[src/rtl/ex_muldiv.sv]
// Iterative multiply/divide unit with HI/LO registers.
// Ports: clk, rst_n (async, active low); EX_start/EX_op/EX_rdata1/EX_rdata2 start an op;
// EX_hi_we/EX_lo_we perform MTHI/MTLO; EX_mf_req flags MFHI/MFLO in EX;
// hi/lo registers, busy, done (1-cycle pulse), stall (combinational).
module ex_muldiv #(
  parameter int unsigned WIDTH = 32,
  parameter int unsigned CNT_W = 6
) (
  input  logic             clk,
  input  logic             rst_n,
  input  logic             EX_start,
  input  logic [1:0]       EX_op,
  input  logic [WIDTH-1:0] EX_rdata1,
  input  logic [WIDTH-1:0] EX_rdata2,
  input  logic             EX_hi_we,
  input  logic             EX_lo_we,
  input  logic             EX_mf_req,
  output logic [WIDTH-1:0] hi,
  output logic [WIDTH-1:0] lo,
  output logic             busy,
  output logic             done,
  output logic             stall
);

  typedef enum logic [1:0] {S_IDLE, S_MUL, S_DIV, S_FIX} state_t;

  localparam logic [CNT_W-1:0] LAST = CNT_W'(WIDTH - 1);

  state_t             state_q, state_d;
  logic [CNT_W-1:0]   cnt_q, cnt_d;
  logic [2*WIDTH-1:0] p_q, p_d;
  logic [WIDTH-1:0]   b_q, b_d;
  logic [WIDTH-1:0]   hi_q, hi_d;
  logic [WIDTH-1:0]   lo_q, lo_d;
  logic               div_q, div_d;
  logic               neg_q, neg_d;
  logic               rneg_q, rneg_d;
  logic               done_q, done_d;

  logic               a_neg, b_neg;
  logic [WIDTH-1:0]   a_mag, b_mag;
  logic [WIDTH:0]     mul_sum;
  logic [WIDTH:0]     div_diff;
  logic [2*WIDTH-1:0] prod;

  always_comb begin
    a_neg    = ~EX_op[0] & EX_rdata1[WIDTH-1];
    b_neg    = ~EX_op[0] & EX_rdata2[WIDTH-1];
    a_mag    = a_neg ? -EX_rdata1 : EX_rdata1;
    b_mag    = b_neg ? -EX_rdata2 : EX_rdata2;
    // p_q is shared: MUL keeps {accumulator, multiplier}, DIV keeps {remainder, dividend/quotient}
    mul_sum  = {1'b0, p_q[2*WIDTH-1:WIDTH]} + {1'b0, (p_q[0] ? b_q : {WIDTH{1'b0}})};
    div_diff = p_q[2*WIDTH-1:WIDTH-1] - {1'b0, b_q};
    prod     = neg_q ? -p_q : p_q;
  end

  always_comb begin
    state_d = state_q;
    cnt_d   = cnt_q;
    p_d     = p_q;
    b_d     = b_q;
    hi_d    = hi_q;
    lo_d    = lo_q;
    div_d   = div_q;
    neg_d   = neg_q;
    rneg_d  = rneg_q;
    done_d  = 1'b0;
    case (state_q)
      S_IDLE: begin
        if (EX_hi_we) hi_d = EX_rdata1;
        if (EX_lo_we) lo_d = EX_rdata1;
        if (EX_start) begin
          state_d = EX_op[1] ? S_DIV : S_MUL;
          cnt_d   = '0;
          div_d   = EX_op[1];
          neg_d   = a_neg ^ b_neg;
          rneg_d  = a_neg;
          if (EX_op[1]) begin
            p_d = {{WIDTH{1'b0}}, a_mag};
            b_d = b_mag;
          end else begin
            p_d = {{WIDTH{1'b0}}, b_mag};
            b_d = a_mag;
          end
        end
      end
      S_MUL: begin
        p_d   = {mul_sum, p_q[WIDTH-1:1]};
        cnt_d = cnt_q + 1'b1;
        if (cnt_q == LAST) state_d = S_FIX;
      end
      S_DIV: begin
        if (div_diff[WIDTH]) p_d = {p_q[2*WIDTH-2:0], 1'b0};
        else                 p_d = {div_diff[WIDTH-1:0], p_q[WIDTH-2:0], 1'b1};
        cnt_d = cnt_q + 1'b1;
        if (cnt_q == LAST) state_d = S_FIX;
      end
      S_FIX: begin
        state_d = S_IDLE;
        cnt_d   = '0;
        done_d  = 1'b1;
        if (div_q) begin
          // divide by zero leaves |rs| as remainder; re-signing it restores rs exactly
          lo_d = (b_q == '0) ? '1 : (neg_q ? -p_q[WIDTH-1:0] : p_q[WIDTH-1:0]);
          hi_d = rneg_q ? -p_q[2*WIDTH-1:WIDTH] : p_q[2*WIDTH-1:WIDTH];
        end else begin
          hi_d = prod[2*WIDTH-1:WIDTH];
          lo_d = prod[WIDTH-1:0];
        end
      end
      default: state_d = S_IDLE;
    endcase
  end

  always_ff @(posedge clk or negedge rst_n) begin
    if (!rst_n) begin
      state_q <= S_IDLE;
      cnt_q   <= '0;
      p_q     <= '0;
      b_q     <= '0;
      hi_q    <= '0;
      lo_q    <= '0;
      div_q   <= 1'b0;
      neg_q   <= 1'b0;
      rneg_q  <= 1'b0;
      done_q  <= 1'b0;
    end else begin
      state_q <= state_d;
      cnt_q   <= cnt_d;
      p_q     <= p_d;
      b_q     <= b_d;
      hi_q    <= hi_d;
      lo_q    <= lo_d;
      div_q   <= div_d;
      neg_q   <= neg_d;
      rneg_q  <= rneg_d;
      done_q  <= done_d;
    end
  end

  assign hi    = hi_q;
  assign lo    = lo_q;
  assign busy  = (state_q != S_IDLE);
  assign done  = done_q;
  assign stall = busy & (EX_start | EX_hi_we | EX_lo_we | EX_mf_req);

endmodule

[config.mk]
export PLATFORM = sky130hd
export DESIGN_NAME = ex_muldiv
export DESIGN_NICKNAME = d
export VERILOG_FILES = /design/src/rtl/ex_muldiv.sv
export SDC_FILE = /design/constraint.sdc
export NUM_CORES = 1
export LEC_CHECK = 0
export CORE_MARGIN = 2
export CORE_UTILIZATION = 40
export CTS_CLUSTER_DIAMETER = 80
export DETAILED_ROUTE_END_ITERATION = 6
export PLACE_DENSITY_LB_ADDON = 0.3
export SLEW_MARGIN = 40
export SYNTH_ARGS = -nofsm -noshare
export SYNTH_HDL_FRONTEND = slang
export SYNTH_SLANG_ARGS = --single-unit
[constraint.sdc]
create_clock -name clk -period 5.5 [get_ports clk]
set_input_delay 1.1 -clock clk [delete_from_list [all_inputs] [get_ports clk]]
set_output_delay 1.1 -clock clk [all_outputs]
set_load 0.05 [all_outputs]
Word level (Yosys, flattened, before mapping)
Index checks and enable logic that the tools add are counted.

operators by class
  $add $sub $neg = 8
  equal/unequal tests = 8
  reductions and logical operators = 11
  bitwise gates (word level) = 8
  mux-type cells = 25

operator list
  cell                 number
  $mux 32              12
  $mux 64              3
  $pmux 64 s3          1
  $neg 32->32          4
  $pmux 32 s2          2
  $neg 64->64          1
  $add 32x32->33       1
  $sub 33x32->33       1
  $logic_not 32->1     1
  $pmux 6 s3           1
  $reduce_and 2->1     5
  $add 6x1->6 const B  1
  $eq 6x5->1 const B   1
  $mux 2               3
  $mux 6               1
  $ne 2x2->1 const B   3
  $pmux 2 s3           1
  $eq 2x2->1 const B   2
  $reduce_bool 2->1    2
  $and 1x1->1          3
  $or 1x1->1           3
  $reduce_bool 3->1    1
  $eq 2x1->1 const B   1
  $logic_not 2->1      1
  5 further kinds      5

storage, ports and cells
  output and inout bits = 67
  flip-flop bits (word level) = 172
  input bits = 72
  word-level logic and storage cells = 70

Longest topological paths before layout
  depth in word-level cells = 6
  depth in mapped cells = 15
  gate-level depth less buffers = 13

Worst setup path after synthesis
Ideal clock, no wire load.

  kind = input port to flip-flop
  start point = input EX_rdata2[9]
  end point = register p_q[23]
  path buffers = 0
  slack = 2.085 ns
  arrival = 3.338 ns
  required time = 5.423 ns
  stages on the path = 9
  library setup time = 0.077 ns
  cell sequence = or4_1 -> or4_4 -> nor4_4 -> nand2_2 -> o41ai_2 -> xnor2_1 -> nor2_1 -> a211o_1 -> a21oi_1

between the ends
  word-level cells in the longest chain between the ends = 5

ends and longest elaborated chain
  element                 RTL line  source
  start: declaration      14        input logic [WIDTH-1:0] EX_rdata2,
  $neg 32->32             50        b_mag = b_neg ? -EX_rdata2 : EX_rdata2;
  $mux 32                 50
  $mux 32                 78        if (EX_op[1]) begin
  $mux 64                 72        if (EX_start) begin
  $pmux 64 s3             68        case (state_q)
  end signal: assignment  130       p_q <= p_d;
  end: declaration        31        logic [2*WIDTH-1:0] p_q, p_d;

Every way passes these cells. The select of a mux whose other input is x is not followed.
A chain may end at the register's enable or synchronous reset.

Worst setup path after layout
  start point = register p_q[31]
  end point = register p_q[33]

between the ends
  word-level cells in the longest chain between the ends = 3

ends and longest elaborated chain
  element         RTL line  source
  $sub 33x32->33  53        div_diff = p_q[2*WIDTH-1:WIDTH-1] - {1'b0, b_q};
  $mux 64         93        if (div_diff[WIDTH]) p_d = {p_q[2*WIDTH-2:0], 1'b0};
  $pmux 64 s3     68

Every way passes these cells.

==> results.json <==
{
  "status": "finished clean",
  "die_w_um": 198,
  "area_growth_pct": 15.4,
  "p_int_mw": 5.46,
  "hold_viol_final": 0,
  "antenna_found_initial": 0,
  "drc_errors": 0,
  "h-tree-depth": 4,
  "worstMarginPinSlew_ns": 0.820,
  "start_util_pct": 40.7,
  "drt-initial-drc-count": 1782,
  "path_clk_slew_ns": 0.08,
  "grtUsageMet1_pct": 40.8,
  "drive_gt1_share_pct": 4.98,
  "dp.cells": 2425,
  "synth_top_family_by_area": "compound AO/OA/AOI/OAI gates",
  "reg2reg_slack_ns": 1.46,
  "cts_tree": "yes",
  "critPathRequiredTime_ns": 5.88,
  "synthTopCellsByArea": "dfrtp_1 (29%), xnor2_1 (6.7%), o21ai_0 (6.3%), a21oi_1 (6.2%), ha_1 (6.1%)",
  "clock_latency_ns": 0.46,
  "detail-route-antenna-nets": 0,
  "p_per_area_mw_per_mm2": 702,
  "layout.nets": 2123,
  "rsz0062_at_grt": "no",
  "firstDrtPassIters": 6,
  "setup_tns_ns": 0,
  "crit_arrival_ns": 4.42,
  "synth_top_area_share_pct": 28.7,
  "fp.coreArea_sq_mm": 0.0368,
  "placementRows": 70,
  "synth_edf_count": 0,
  "die_area_sq_mm": 0.0390,
  "syn_avg_cell_area_sq_um": 7.80,
  "synthAdderAreaFrac_pct": 6.36,
  "yosys_warnings": 0,
  "critPathBufInv": 1,
  "multi_input_area_sq_mm": 0.00995,
  "viasPerCell": 6.21,
  "grt.met3_usage_pct": 5.81,
  "synthFlopType": "dfrtp_1",
  "seqPwrFrac_pct": 22.0,
  "cts_buffer_depth": 2,
  "holdCritPathClass": "flip-flop to flip-flop",
  "peakVddDrop_v": 0.000569,
  "timing.fmax_ghz": 0.248,
  "netSwitchingPower_mw": 6.69,
  "grt_max_degree": 95,
  "synthDistinctLibCells": 81,
  "synth-simple-area-share_pct": 18.1,
  "io_pins": 139,
  "wl_per_cell_um": 22.5,
  "ys_seq_elements": 172,
  "vias": 15300,
  "synth_fp_nets": 2068,
  "regArea_sq_mm": 0.00430,
  "p_comb_share_pct": 67.1,
  "syn-cell-area_sq_mm": 0.0150,
  "cts_hold_buffers": 0,
  "cts.sinks": 172,
  "diodes": 0,
  "drv_cap": 0,
  "die_h_um": 198,
  "routabilityCongestion": 0.974,
  "grt_busiest_layer": "met2",
  "clock_skew_ns": 0.0127,
  "path_delay_family": "compound AO/OA/AOI/OAI gates",
  "crit_path_start": "p_q[31]",
  "slew_headroom_pct": 45.3,
  "cp-end-kind": "flip-flop",
  "muxShareOfSynthArea_pct": 3.57,
  "path_cells": "inv_1 -> ha_1 -> fa_1 -> nand2b_1 -> a21oi_2 -> a2111oi_2 -> o31a_1 -> o221a_1 -> a41o_2 -> nor2_8 -> mux2_2 -> o21ai_1",
  "crit_fanout": 27,
  "period_needed_ns": 4.04,
  "post_cts_resized": 0,
  "swShare_pct": 55.1,
  "postCtsSetupBuffers": 0,
  "use_met2_pct": 42.3,
  "finalMaxSlewViolations": 0,
  "wirelength_mm": 55.2,
  "synth_compound_area_share_pct": 27.8,
  "fillers": 3614,
  "slowest_delay_ns": 0.51,
  "path_class": "flip-flop to flip-flop",
  "r2r_start": "p_q[31]",
  "p_clk_share_pct": 10.8,
  "track_usage_pct": 28.2,
  "portBuffers": 138,
  "clk_root_buffer_cell": "clkbuf_16",
  "setup_viol": 0,
  "slowest_stage": "nor2_8",
  "p_leak_nw": 7.40,
  "grt_pass1_wl_mm": 84.3,
  "hp-start": "lo[9]",
  "cp-start-kind": "flip-flop",
  "yosysSeqAreaShare_pct": 28.7,
  "cts_buffers": 17,
  "synthCells": 1921,
  "yosysTopAreaCell": "dfrtp_1",
  "synth_xor_area_share_pct": 10.3,
  "hpwl_mm": 42.5,
  "first_global_vias": 14100,
  "grt-ovfl-total": 0,
  "synthArstFlopShare_pct": 100,
  "period_share_pct": 73.4,
  "final_cells": 2457
}
[cell families (layout without fill, tap and decap cells)]
group,count (synthesis),count (layout)
AO/OA/AOI/OAI,683,683
AND/OR/NAND/NOR,564,564
buffers and inverters,198,266
XOR/XNOR,176,176
flip-flops,172,172
adder cells (fa/ha/maj),75,75
multiplexers,53,53
[cell usage in the layout, fill, tap and decap left out, drive strengths merged, types with 5 or more instances in the layout]
| cell | n |
|---|---|
| o21ai | 226 |
| nand2 | 191 |
| a21oi | 187 |
| nor2 | 174 |
| dfrtp | 172 |
| clkdlybuf4s50 | 136 |
| xnor2 | 114 |
| inv | 82 |
| ha | 73 |
| xor2 | 62 |
| mux2i | 49 |
| a22oi | 46 |
| a21o | 34 |
| o22ai | 33 |
| nor3 | 32 |
| nor4 | 28 |
| nand3 | 26 |
| buf | 25 |
| o31ai | 21 |
| a31oi | 20 |
| or3 | 18 |
| a22o | 17 |
| clkbuf | 17 |
| or4 | 16 |
| nand2b | 14 |
| a211oi | 13 |
| o21a | 13 |
| and2 | 13 |
| nand4 | 12 |
| nor2b | 11 |
| o211ai | 11 |
| and3 | 10 |
| o21bai | 10 |
| o41ai | 10 |
| or2 | 6 |
| o221ai | 5 |
[sequential cells by signal, indices dropped and copies added (netlist names)]
signal and cells:
p_q 64, state_q 2, rneg_q 1, lo 32, div_q 1, cnt_q 6
done 1, neg_q 1, b_q 32, hi 32
[power groups by stage]
stage	combinational, mW	sequential, mW	clock [mW]
after floorplan	5.18	3.08	0
after global placement	7.91	2.64	0
after detailed placement	8.00	2.66	0
after CTS	8.04	2.64	1.32
after global routing	8.87	2.73	1.38
final	8.16	2.68	1.32
[Yosys cell counts, types with 14 or more instances]
cell / n
a21o_1: 34
a21oi_1: 186
a22o_1: 17
a22oi_1: 46
a31oi_1: 20
clkbuf_1: 104
dfrtp_1: 172
ha_1: 73
inv_1: 73
mux2i_1: 49
nand2_1: 189
nand2b_1: 14
nand3_1: 25
nor2_1: 172
nor3_1: 32
nor4_1: 23
o21ai_0: 188
o21ai_1: 37
o22ai_1: 33
o31ai_1: 19
or3_1: 18
xnor2_1: 114
xor2_1: 62
[through the flow]
step / power, mW / setup WS, ns / util (%) / hold WS (ns) / instance area [sq um]
finish: 12.2 / 1.46 / 47.0 / 0.486 / 17300
floorplan: 8.26 / 2.08 / - / 0.463 / 15000
CTS: 12.0 / 1.52 / 47.0 / 0.484 / 17300
global placement: 10.5 / 1.40 / 45.3 / 0.463 / 16700
global route: 13.0 / 1.28 / 47.0 / 0.504 / 17300
detailed placement: 10.7 / 1.35 / 45.3 / 0.466 / 16700
[area by class of cell]
class | count | area share [%]
clock inverters | 15 | 1.12
flip-flops and latches | 172 | 24.9
clock buffers | 17 | 2.46
inverters | 73 | 1.58
well taps | 468 | 3.38
multi-input cells | 1551 | 57.5
repair buffers | 161 | 9.07
[per-layer routing]
| layer | wire (um) | vias up |
|---|---|---|
| met4 | 1450 | 0 |
| li1 | - | 7066 |
| met3 | 5650 | 98 |
| met5 | 0 | - |
| met1 | 24400 | 7290 |
| met2 | 23600 | 807 |
[worst min-delay path, cell delays in order, from the launching register on]
cell and delay [ns]:
dfrtp_1 0.35, nand2_1 0.05, o31ai_1 0.05
[path summary, 6_finish.rpt]
check	to	depth (start not counted)
min in group asynchronous	lo[16]	1
hold reg to reg	lo[9]	2
setup reg to reg	p_q[33]	12
max in group asynchronous	done	2
setup / recovery	p_q[33]	12
hold / removal	lo[9]	2
Power figures use the tool's default switching activity.
